===== src/rtl/mem_stage_pipe.sv =====
//------------------------------------------------------------------------------
// Module      : mem_stage_pipe
// Description : Pipelined CPU memory stage. Holds the EX/MEM (M) and MEM/WB (W)
//               registers, runs dcache requests with a dhit handshake, selects
//               the writeback value, freezes upstream through mem_stall, makes
//               halt sticky and flags requests that never complete.
// Revision    : 1.0 - initial release
//------------------------------------------------------------------------------
`timescale 1ns/1ps
`default_nettype none

module mem_stage_pipe #(
   parameter int DATA_W   = 32,
   parameter int REG_W    = 5,
   parameter int WAIT_MAX = 64
) (
   input  logic              CLK,
   input  logic              RST,
   input  logic              ex_valid,
   input  logic              ex_dREN,
   input  logic              ex_dWEN,
   input  logic              ex_RegWEN,
   input  logic              ex_MtR,
   input  logic              ex_JAL,
   input  logic              ex_LUI,
   input  logic              ex_halt,
   input  logic [DATA_W-1:0] ex_alu_out,
   input  logic [DATA_W-1:0] ex_wdat,
   input  logic [DATA_W-1:0] ex_n_pc,
   input  logic [DATA_W-1:0] ex_immload,
   input  logic [REG_W-1:0]  ex_wsel,
   input  logic              flush,
   input  logic              dhit,
   input  logic [DATA_W-1:0] dmemload,
   output logic              dmemREN,
   output logic              dmemWEN,
   output logic [DATA_W-1:0] dmemaddr,
   output logic [DATA_W-1:0] dmemstore,
   output logic              mem_stall,
   output logic              wb_valid,
   output logic              wb_RegWEN,
   output logic [REG_W-1:0]  wb_wsel,
   output logic [DATA_W-1:0] wb_wdat,
   output logic              wb_halt,
   output logic              err
);

   // Wait counter is wide enough to hold WAIT_MAX itself so it can saturate there.
   localparam int c_cnt_w = (WAIT_MAX > 0) ? $clog2(WAIT_MAX + 1) : 1;
   localparam logic [c_cnt_w-1:0] c_wait_max  = c_cnt_w'(WAIT_MAX);
   localparam logic [c_cnt_w-1:0] c_wait_last = c_cnt_w'((WAIT_MAX > 0) ? WAIT_MAX - 1 : 0);
   localparam logic [c_cnt_w-1:0] c_cnt_one   = c_cnt_w'(1);

   typedef enum logic [0:0] {
      ST_RUN  = 1'b0,
      ST_HALT = 1'b1
   } state_t;

   state_t              r_state;

   // EX/MEM register
   logic                r_m_valid;
   logic                r_m_dren;
   logic                r_m_dwen;
   logic                r_m_regwen;
   logic                r_m_mtr;
   logic                r_m_jal;
   logic                r_m_lui;
   logic                r_m_halt;
   logic [DATA_W-1:0]   r_m_alu_out;
   logic [DATA_W-1:0]   r_m_wdat;
   logic [DATA_W-1:0]   r_m_n_pc;
   logic [DATA_W-1:0]   r_m_immload;
   logic [REG_W-1:0]    r_m_wsel;

   // MEM/WB register
   logic                r_w_valid;
   logic                r_w_regwen;
   logic [REG_W-1:0]    r_w_wsel;
   logic [DATA_W-1:0]   r_w_wdat;

   // Watchdog
   logic [c_cnt_w-1:0]  r_wait_cnt;
   logic                r_err;

   logic                w_run;
   logic                w_m_mem;
   logic                w_wait;
   logic                w_advance;
   logic [DATA_W-1:0]   w_result;

   assign w_run     = (r_state == ST_RUN);
   assign w_m_mem   = r_m_valid & (r_m_dren | r_m_dwen) & w_run;
   assign w_wait    = w_m_mem & ~dhit;
   // In HALT nothing moves; in RUN everything moves unless a request is pending.
   assign w_advance = w_run & ~w_wait;

   // Writeback value select; load data is taken on the dhit cycle itself.
   always_comb begin
      w_result = r_m_alu_out;
      if (r_m_mtr) begin
         w_result = dmemload;
      end else if (r_m_jal) begin
         w_result = r_m_n_pc;
      end else if (r_m_lui) begin
         w_result = r_m_immload;
      end
   end

   assign dmemREN   = w_m_mem & r_m_dren;
   assign dmemWEN   = w_m_mem & r_m_dwen;
   assign dmemaddr  = r_m_alu_out;
   assign dmemstore = r_m_wdat;
   assign mem_stall = w_wait | ~w_run;

   // The halt instruction itself (and anything behind it) never shows as valid.
   assign wb_valid  = r_w_valid & w_run;
   assign wb_RegWEN = wb_valid & r_w_regwen & (r_w_wsel != '0);
   assign wb_wsel   = r_w_wsel;
   assign wb_wdat   = r_w_wdat;
   assign wb_halt   = ~w_run;
   assign err       = r_err;

   // EX/MEM capture: only on advance edges, so a flush during a stall is ignored.
   always_ff @(posedge CLK) begin
      if (RST) begin
         r_m_valid   <= 1'b0;
         r_m_dren    <= 1'b0;
         r_m_dwen    <= 1'b0;
         r_m_regwen  <= 1'b0;
         r_m_mtr     <= 1'b0;
         r_m_jal     <= 1'b0;
         r_m_lui     <= 1'b0;
         r_m_halt    <= 1'b0;
         r_m_alu_out <= '0;
         r_m_wdat    <= '0;
         r_m_n_pc    <= '0;
         r_m_immload <= '0;
         r_m_wsel    <= '0;
      end else if (w_advance) begin
         r_m_valid   <= ex_valid & ~flush;
         r_m_dren    <= ex_dREN;
         r_m_dwen    <= ex_dWEN;
         r_m_regwen  <= ex_RegWEN;
         r_m_mtr     <= ex_MtR;
         r_m_jal     <= ex_JAL;
         r_m_lui     <= ex_LUI;
         r_m_halt    <= ex_halt;
         r_m_alu_out <= ex_alu_out;
         r_m_wdat    <= ex_wdat;
         r_m_n_pc    <= ex_n_pc;
         r_m_immload <= ex_immload;
         r_m_wsel    <= ex_wsel;
      end
   end

   // MEM/WB capture; stall and halt cycles insert a bubble so writes happen once.
   always_ff @(posedge CLK) begin
      if (RST) begin
         r_w_valid  <= 1'b0;
         r_w_regwen <= 1'b0;
         r_w_wsel   <= '0;
         r_w_wdat   <= '0;
      end else if (w_advance) begin
         r_w_valid  <= r_m_valid;
         r_w_regwen <= r_m_regwen;
         r_w_wsel   <= r_m_wsel;
         r_w_wdat   <= w_result;
      end else begin
         r_w_valid  <= 1'b0;
         r_w_regwen <= 1'b0;
         r_w_wsel   <= '0;
         r_w_wdat   <= '0;
      end
   end

   // Run/halt control: halt becomes sticky on the edge the halt enters W.
   always_ff @(posedge CLK) begin
      if (RST) begin
         r_state <= ST_RUN;
      end else begin
         case (r_state)
            ST_RUN: begin
               if (w_advance & r_m_valid & r_m_halt) begin
                  r_state <= ST_HALT;
               end
            end
            ST_HALT: begin
               r_state <= ST_HALT;
            end
            default: begin
               r_state <= ST_RUN;
            end
         endcase
      end
   end

   // Watchdog: count consecutive unanswered request cycles, latch err at the limit.
   always_ff @(posedge CLK) begin
      if (RST) begin
         r_wait_cnt <= '0;
         r_err      <= 1'b0;
      end else if (w_wait) begin
         if (r_wait_cnt != c_wait_max) begin
            r_wait_cnt <= r_wait_cnt + c_cnt_one;
         end
         if ((WAIT_MAX != 0) && (r_wait_cnt == c_wait_last)) begin
            r_err <= 1'b1;
         end
      end else begin
         r_wait_cnt <= '0;
      end
   end

endmodule

`default_nettype wire


===== config.mk =====
export PLATFORM = sky130hd
export DESIGN_NAME = mem_stage_pipe
export DESIGN_NICKNAME = d
export VERILOG_FILES = /design/src/rtl/mem_stage_pipe.sv
export SDC_FILE = /design/constraint.sdc
export NUM_CORES = 1
export LEC_CHECK = 0
export BUFFER_PORTS_ARGS = -buffer_cell sky130_fd_sc_hd__buf_2
export CAP_MARGIN = 25
export CORE_ASPECT_RATIO = 0.6
export CORE_UTILIZATION = 40
export CTS_CLUSTER_DIAMETER = 120
export DETAILED_ROUTE_END_ITERATION = 7
export GPL_ROUTABILITY_DRIVEN = 1
export PLACE_DENSITY_LB_ADDON = 0.2
export SYNTH_ARGS = -nofsm -noshare
export SYNTH_HDL_FRONTEND = slang
export SYNTH_SLANG_ARGS = --single-unit

===== constraint.sdc =====
create_clock -name CLK -period 3.3 [get_ports CLK]
set_input_delay 0 -clock CLK [delete_from_list [all_inputs] [get_ports CLK]]
set_output_delay 0 -clock CLK [all_outputs]
set_load 0.02 [all_outputs]

* After elaboration in Yosys (flattened, before gate mapping)
Index checks and enable logic that the tools add are counted.
** Word-level totals
- Register bits :: 189
** Operators by class
- $add $sub $neg :: 1
- Eq/ne operators :: 2
- Muxes and demuxes :: 5
- Bitwise operators :: 19
- Reduce and logical (&&, ||, !) cells :: 4
** Operators by type and width (number)
- $mux W32 :: 3
- $and A1 B1 Y1 :: 12
- $add A7 B1 Y7 const B :: 1
- $eq A7 B6 Y1 const B :: 1
- $ne A7 B7 Y1 const B :: 1
- $not A1 Y1 :: 5
- $reduce_bool A5 Y1 :: 1
- $reduce_or A2 Y1 :: 2
- $or A1 B1 Y1 :: 2
- $pmux W1 S2 :: 1
- $reduce_and A2 Y1 :: 1
- $mux W1 :: 1

* Logic depth before layout (Yosys ltp)
- Word-level depth :: 10
- Mapped depth :: 6

* Worst setup path after synthesis
No wires, ideal clock.
- Kind :: register to register
- From :: register r_m_lui
- To :: register r_w_wdat[10], in the netlist wb_wdat[10]
- Arrival time :: 1.265 ns
- Data required time :: 3.168 ns
- Setup slack :: 1.902 ns
- Cell stages (with the launch flop) :: 6
- Buffers on the path :: 2
- Clock period less this slack :: 1.398 ns
- Path through :: dfxtp_1 clkbuf_1 buf_2 mux2_2 o211ai_1 a21oi_1
** On the way
- Word-level cells in the longest chain between the ends :: 3
** RTL lines
- start: declaration :: RTL line 68 : logic r_m_lui;
- start signal: assignment :: RTL line 147 : r_m_lui <= ex_LUI;
- $mux W32 :: RTL line 105 : end else if (r_m_lui) begin
- $mux W32 :: RTL line 103 : end else if (r_m_jal) begin
- $mux W32 :: RTL line 101 : if (r_m_mtr) begin
- end signal: assignment :: RTL line 168 : r_w_wdat <= w_result;
- end: declaration :: RTL line 80 : logic [DATA_W-1:0] r_w_wdat;
Every way passes these cells.
A chain may end at the register's enable or synchronous reset.

==> metrics.txt <==
CP Class=input port to flop; DP HPWL=14100 microns; setup TNS=0 ns; period utilization=67.3%; DRT Pass-1 Iters=5; wire length per cell=15.0 microns; fmax=450 MHz; post-synthesis sequential area ratio=47.0%; TritonCTS clock tree=yes; Iter 0 DRT Violations=380; switching share of power=27.1%; first-pass GRT wire length=37400 microns; Yosys reg bits=189; Area Overhead vs Synth=47.5%; status=complete, no violations; CP endpoint kind=flop; initial antenna violation count=0; share of cells above drive strength 1=27.0%; number of flops mapped to enable cells by yosys=0; GRT Util Overall=23.0%; Placed Instances=1388; Setup Skew=0.0130 ns; Clock Path Buffers=2; hold wc startpoint=dhit; CP startpoint=RST; Die Width=185 microns; count leader, synth=nand2_1; CP max FO=110; total grt overflow=0; overall power=5.35 mW; Post-synth ARST share=0%; worst min-delay path category=input port to flop; Slew Viols, Final=0; top post-synthesis cells by area=dfxtp_1 47%, mux2i_1 17%, nand2_1 15%; Finished Layout Cells=1597; min Tclk post-route=2.22 ns; Sw Pwr=1.45 mW; clk slew on worst S/H paths=0.07 ns; unrepaired setup endpoints after global routing=false; Pint=3.90 mW; Starting Density=41.5%; Power Density=451 nW/um^2; worst reg2reg setup slack=1.12 ns; Routed WL=23900 microns; postcts setup bufs=0; Comb pwr share=17.3%; vias in the first global route=7471; hold_ws=0.0676 ns; Port Buffer Count=284; synth warn=0; Seq pwr share=47.6%; routed vias=7585; final net count=1498; ant diodes=0; area of the core=19400 sq um; peak supply drop=0.328 mV; Skew-Pair Late Insertion Delay=0.43 ns; post-synth cell types=33; CP Launch Type=input port; Final Hold Fails=0; Synth Cell Area=8040 sq um; setup violators final=0; Post-synth top flop=dfxtp_1; syn nets=1077; die area=20700 sq um; hold path depth=4; root buf cell=clkbuf_16; Synth top cells by count=314 x nand2_1, 189 x dfxtp_1, 139 x mux2i_1, 40 x clkbuf_1, 39 x a21oi_1; Avg Synthesized Cell Area=8.96 sq um; Via density=4.75; # IOs=285; post-route ant nets=0; TritonCTS buffer count=17; cell taking the most area after synthesis=dfxtp_1; Worst EP required=3.67 ns; Leak=6.08 nW; routability cong.=0.774; Worst R2R Path Depth=4; largest net degree at the start of global routing=111; H-Tree Depth=4; Slew HR=33.2%; FP Rows=39; crit path DAT=2.59 ns; DRC=0; clock network power share=35.0%; Die H=112 microns; max-cap violations=0; CTS Sinks=189; Tightest Pin Transition=1.00 ns; Yosys top cell area share=47.0%; post-synthesis cell count=898; Worst R2R Start=r_m_mtr
## state kept, by name, indices dropped and copies added (netlist names), 5 cells and up
register and count:
dmemaddr 32, dmemstore 32, r_m_immload 32, r_m_n_pc 32
r_m_wsel 5, r_wait_cnt 7, wb_wdat 32, wb_wsel 5
## final cells by class
type                       count  area (sq um)
fill                        1613          7510
sequential                   189          3790
inverter                       8          37.5
multi-input combinational    633          3880
clock inverter                 9          66.3
clock buffer                  22           464
timing repair buffer         470          3300
tap                          266           333
## final timing paths
kind,end
worst max register to register,r_m_mtr
worst min-delay path,wb_halt
worst min register to register,r_m_n_pc[11]
worst max-delay path,r_m_mtr
## critical path: stages
cell and delay, ns:
dlygate4sd3_1 0.53, buf_2 0.19, inv_8 0.41, o2111ai_1 0.20
dlygate4sd3_1 0.62, o31ai_1 0.07, dlygate4sd3_1 0.56
## what timing repair did
item                      CTS  global route
gates resized for setup     0             0
hold buffers              178             0
hold endpoints to repair  174             0
## per-stage QoR
step	util [%]	setup slack [ns]	cell area (sq um)
after floorplan	-	1.90	8040
after global placement	49.3	1.57	9550
after detailed placement	49.3	1.48	9550
after CTS	61.3	1.10	11900
after global routing	61.3	0.956	11900
final	61.3	1.08	11900
## cells in the final DEF, fill, tap and decap left out, types with 2 or more instances in the layout
cell type,n
or3_1,3
mux2i_1,139
nor2_1,5
mux2_2,32
a21oi_1,38
nand3_1,4
inv_1,7
o211ai_1,34
and3_1,2
buf_2,284
clkinvlp_4,7
buf_12,3
clkbuf_1,3
clkbuf_8,2
dlygate4sd3_1,178
nand2b_1,33
dfxtp_1,186
clkbuf_16,17
o21ai_0,4
buf_4,5
dfxtp_2,3
xor2_1,2
nand2_1,314
ha_1,2
nor3_1,3
and2_1,6
## power groups by stage
stage	Combinational (mW)	Clock [mW]	Sequential [mW]
2_1_floorplan	0.390	0	2.67
3_3_place_gp	0.744	0	2.60
3_5_place_dp	0.753	0	2.60
4_1_cts	0.920	1.92	2.55
5_1_grt	1.00	2.03	2.57
6_report	0.927	1.88	2.55
## cells by family (layout without fill, tap and decap cells)
family          after synthesis  count (layout)  share of synthesized area, %
mux                         171             171                          21.8
simple gates                373             373                          19.1
buf+inv                      76             509                          4.88
flops                       189             189                          47.0
fa+ha+maj                     2               2                         0.311
compound gates               84              84                          6.57
xor+xnor                      3               3                         0.327
## routing by layer
layer	wire (microns)	track usage (%)	vias to the layer above
li1	-	-	3806
met1	11300	29.7	3500
met2	10700	37.5	248
met3	1570	6.41	31
met4	368	6.39	0
met5	0	0	-
Power figures use the tool's default switching activity.
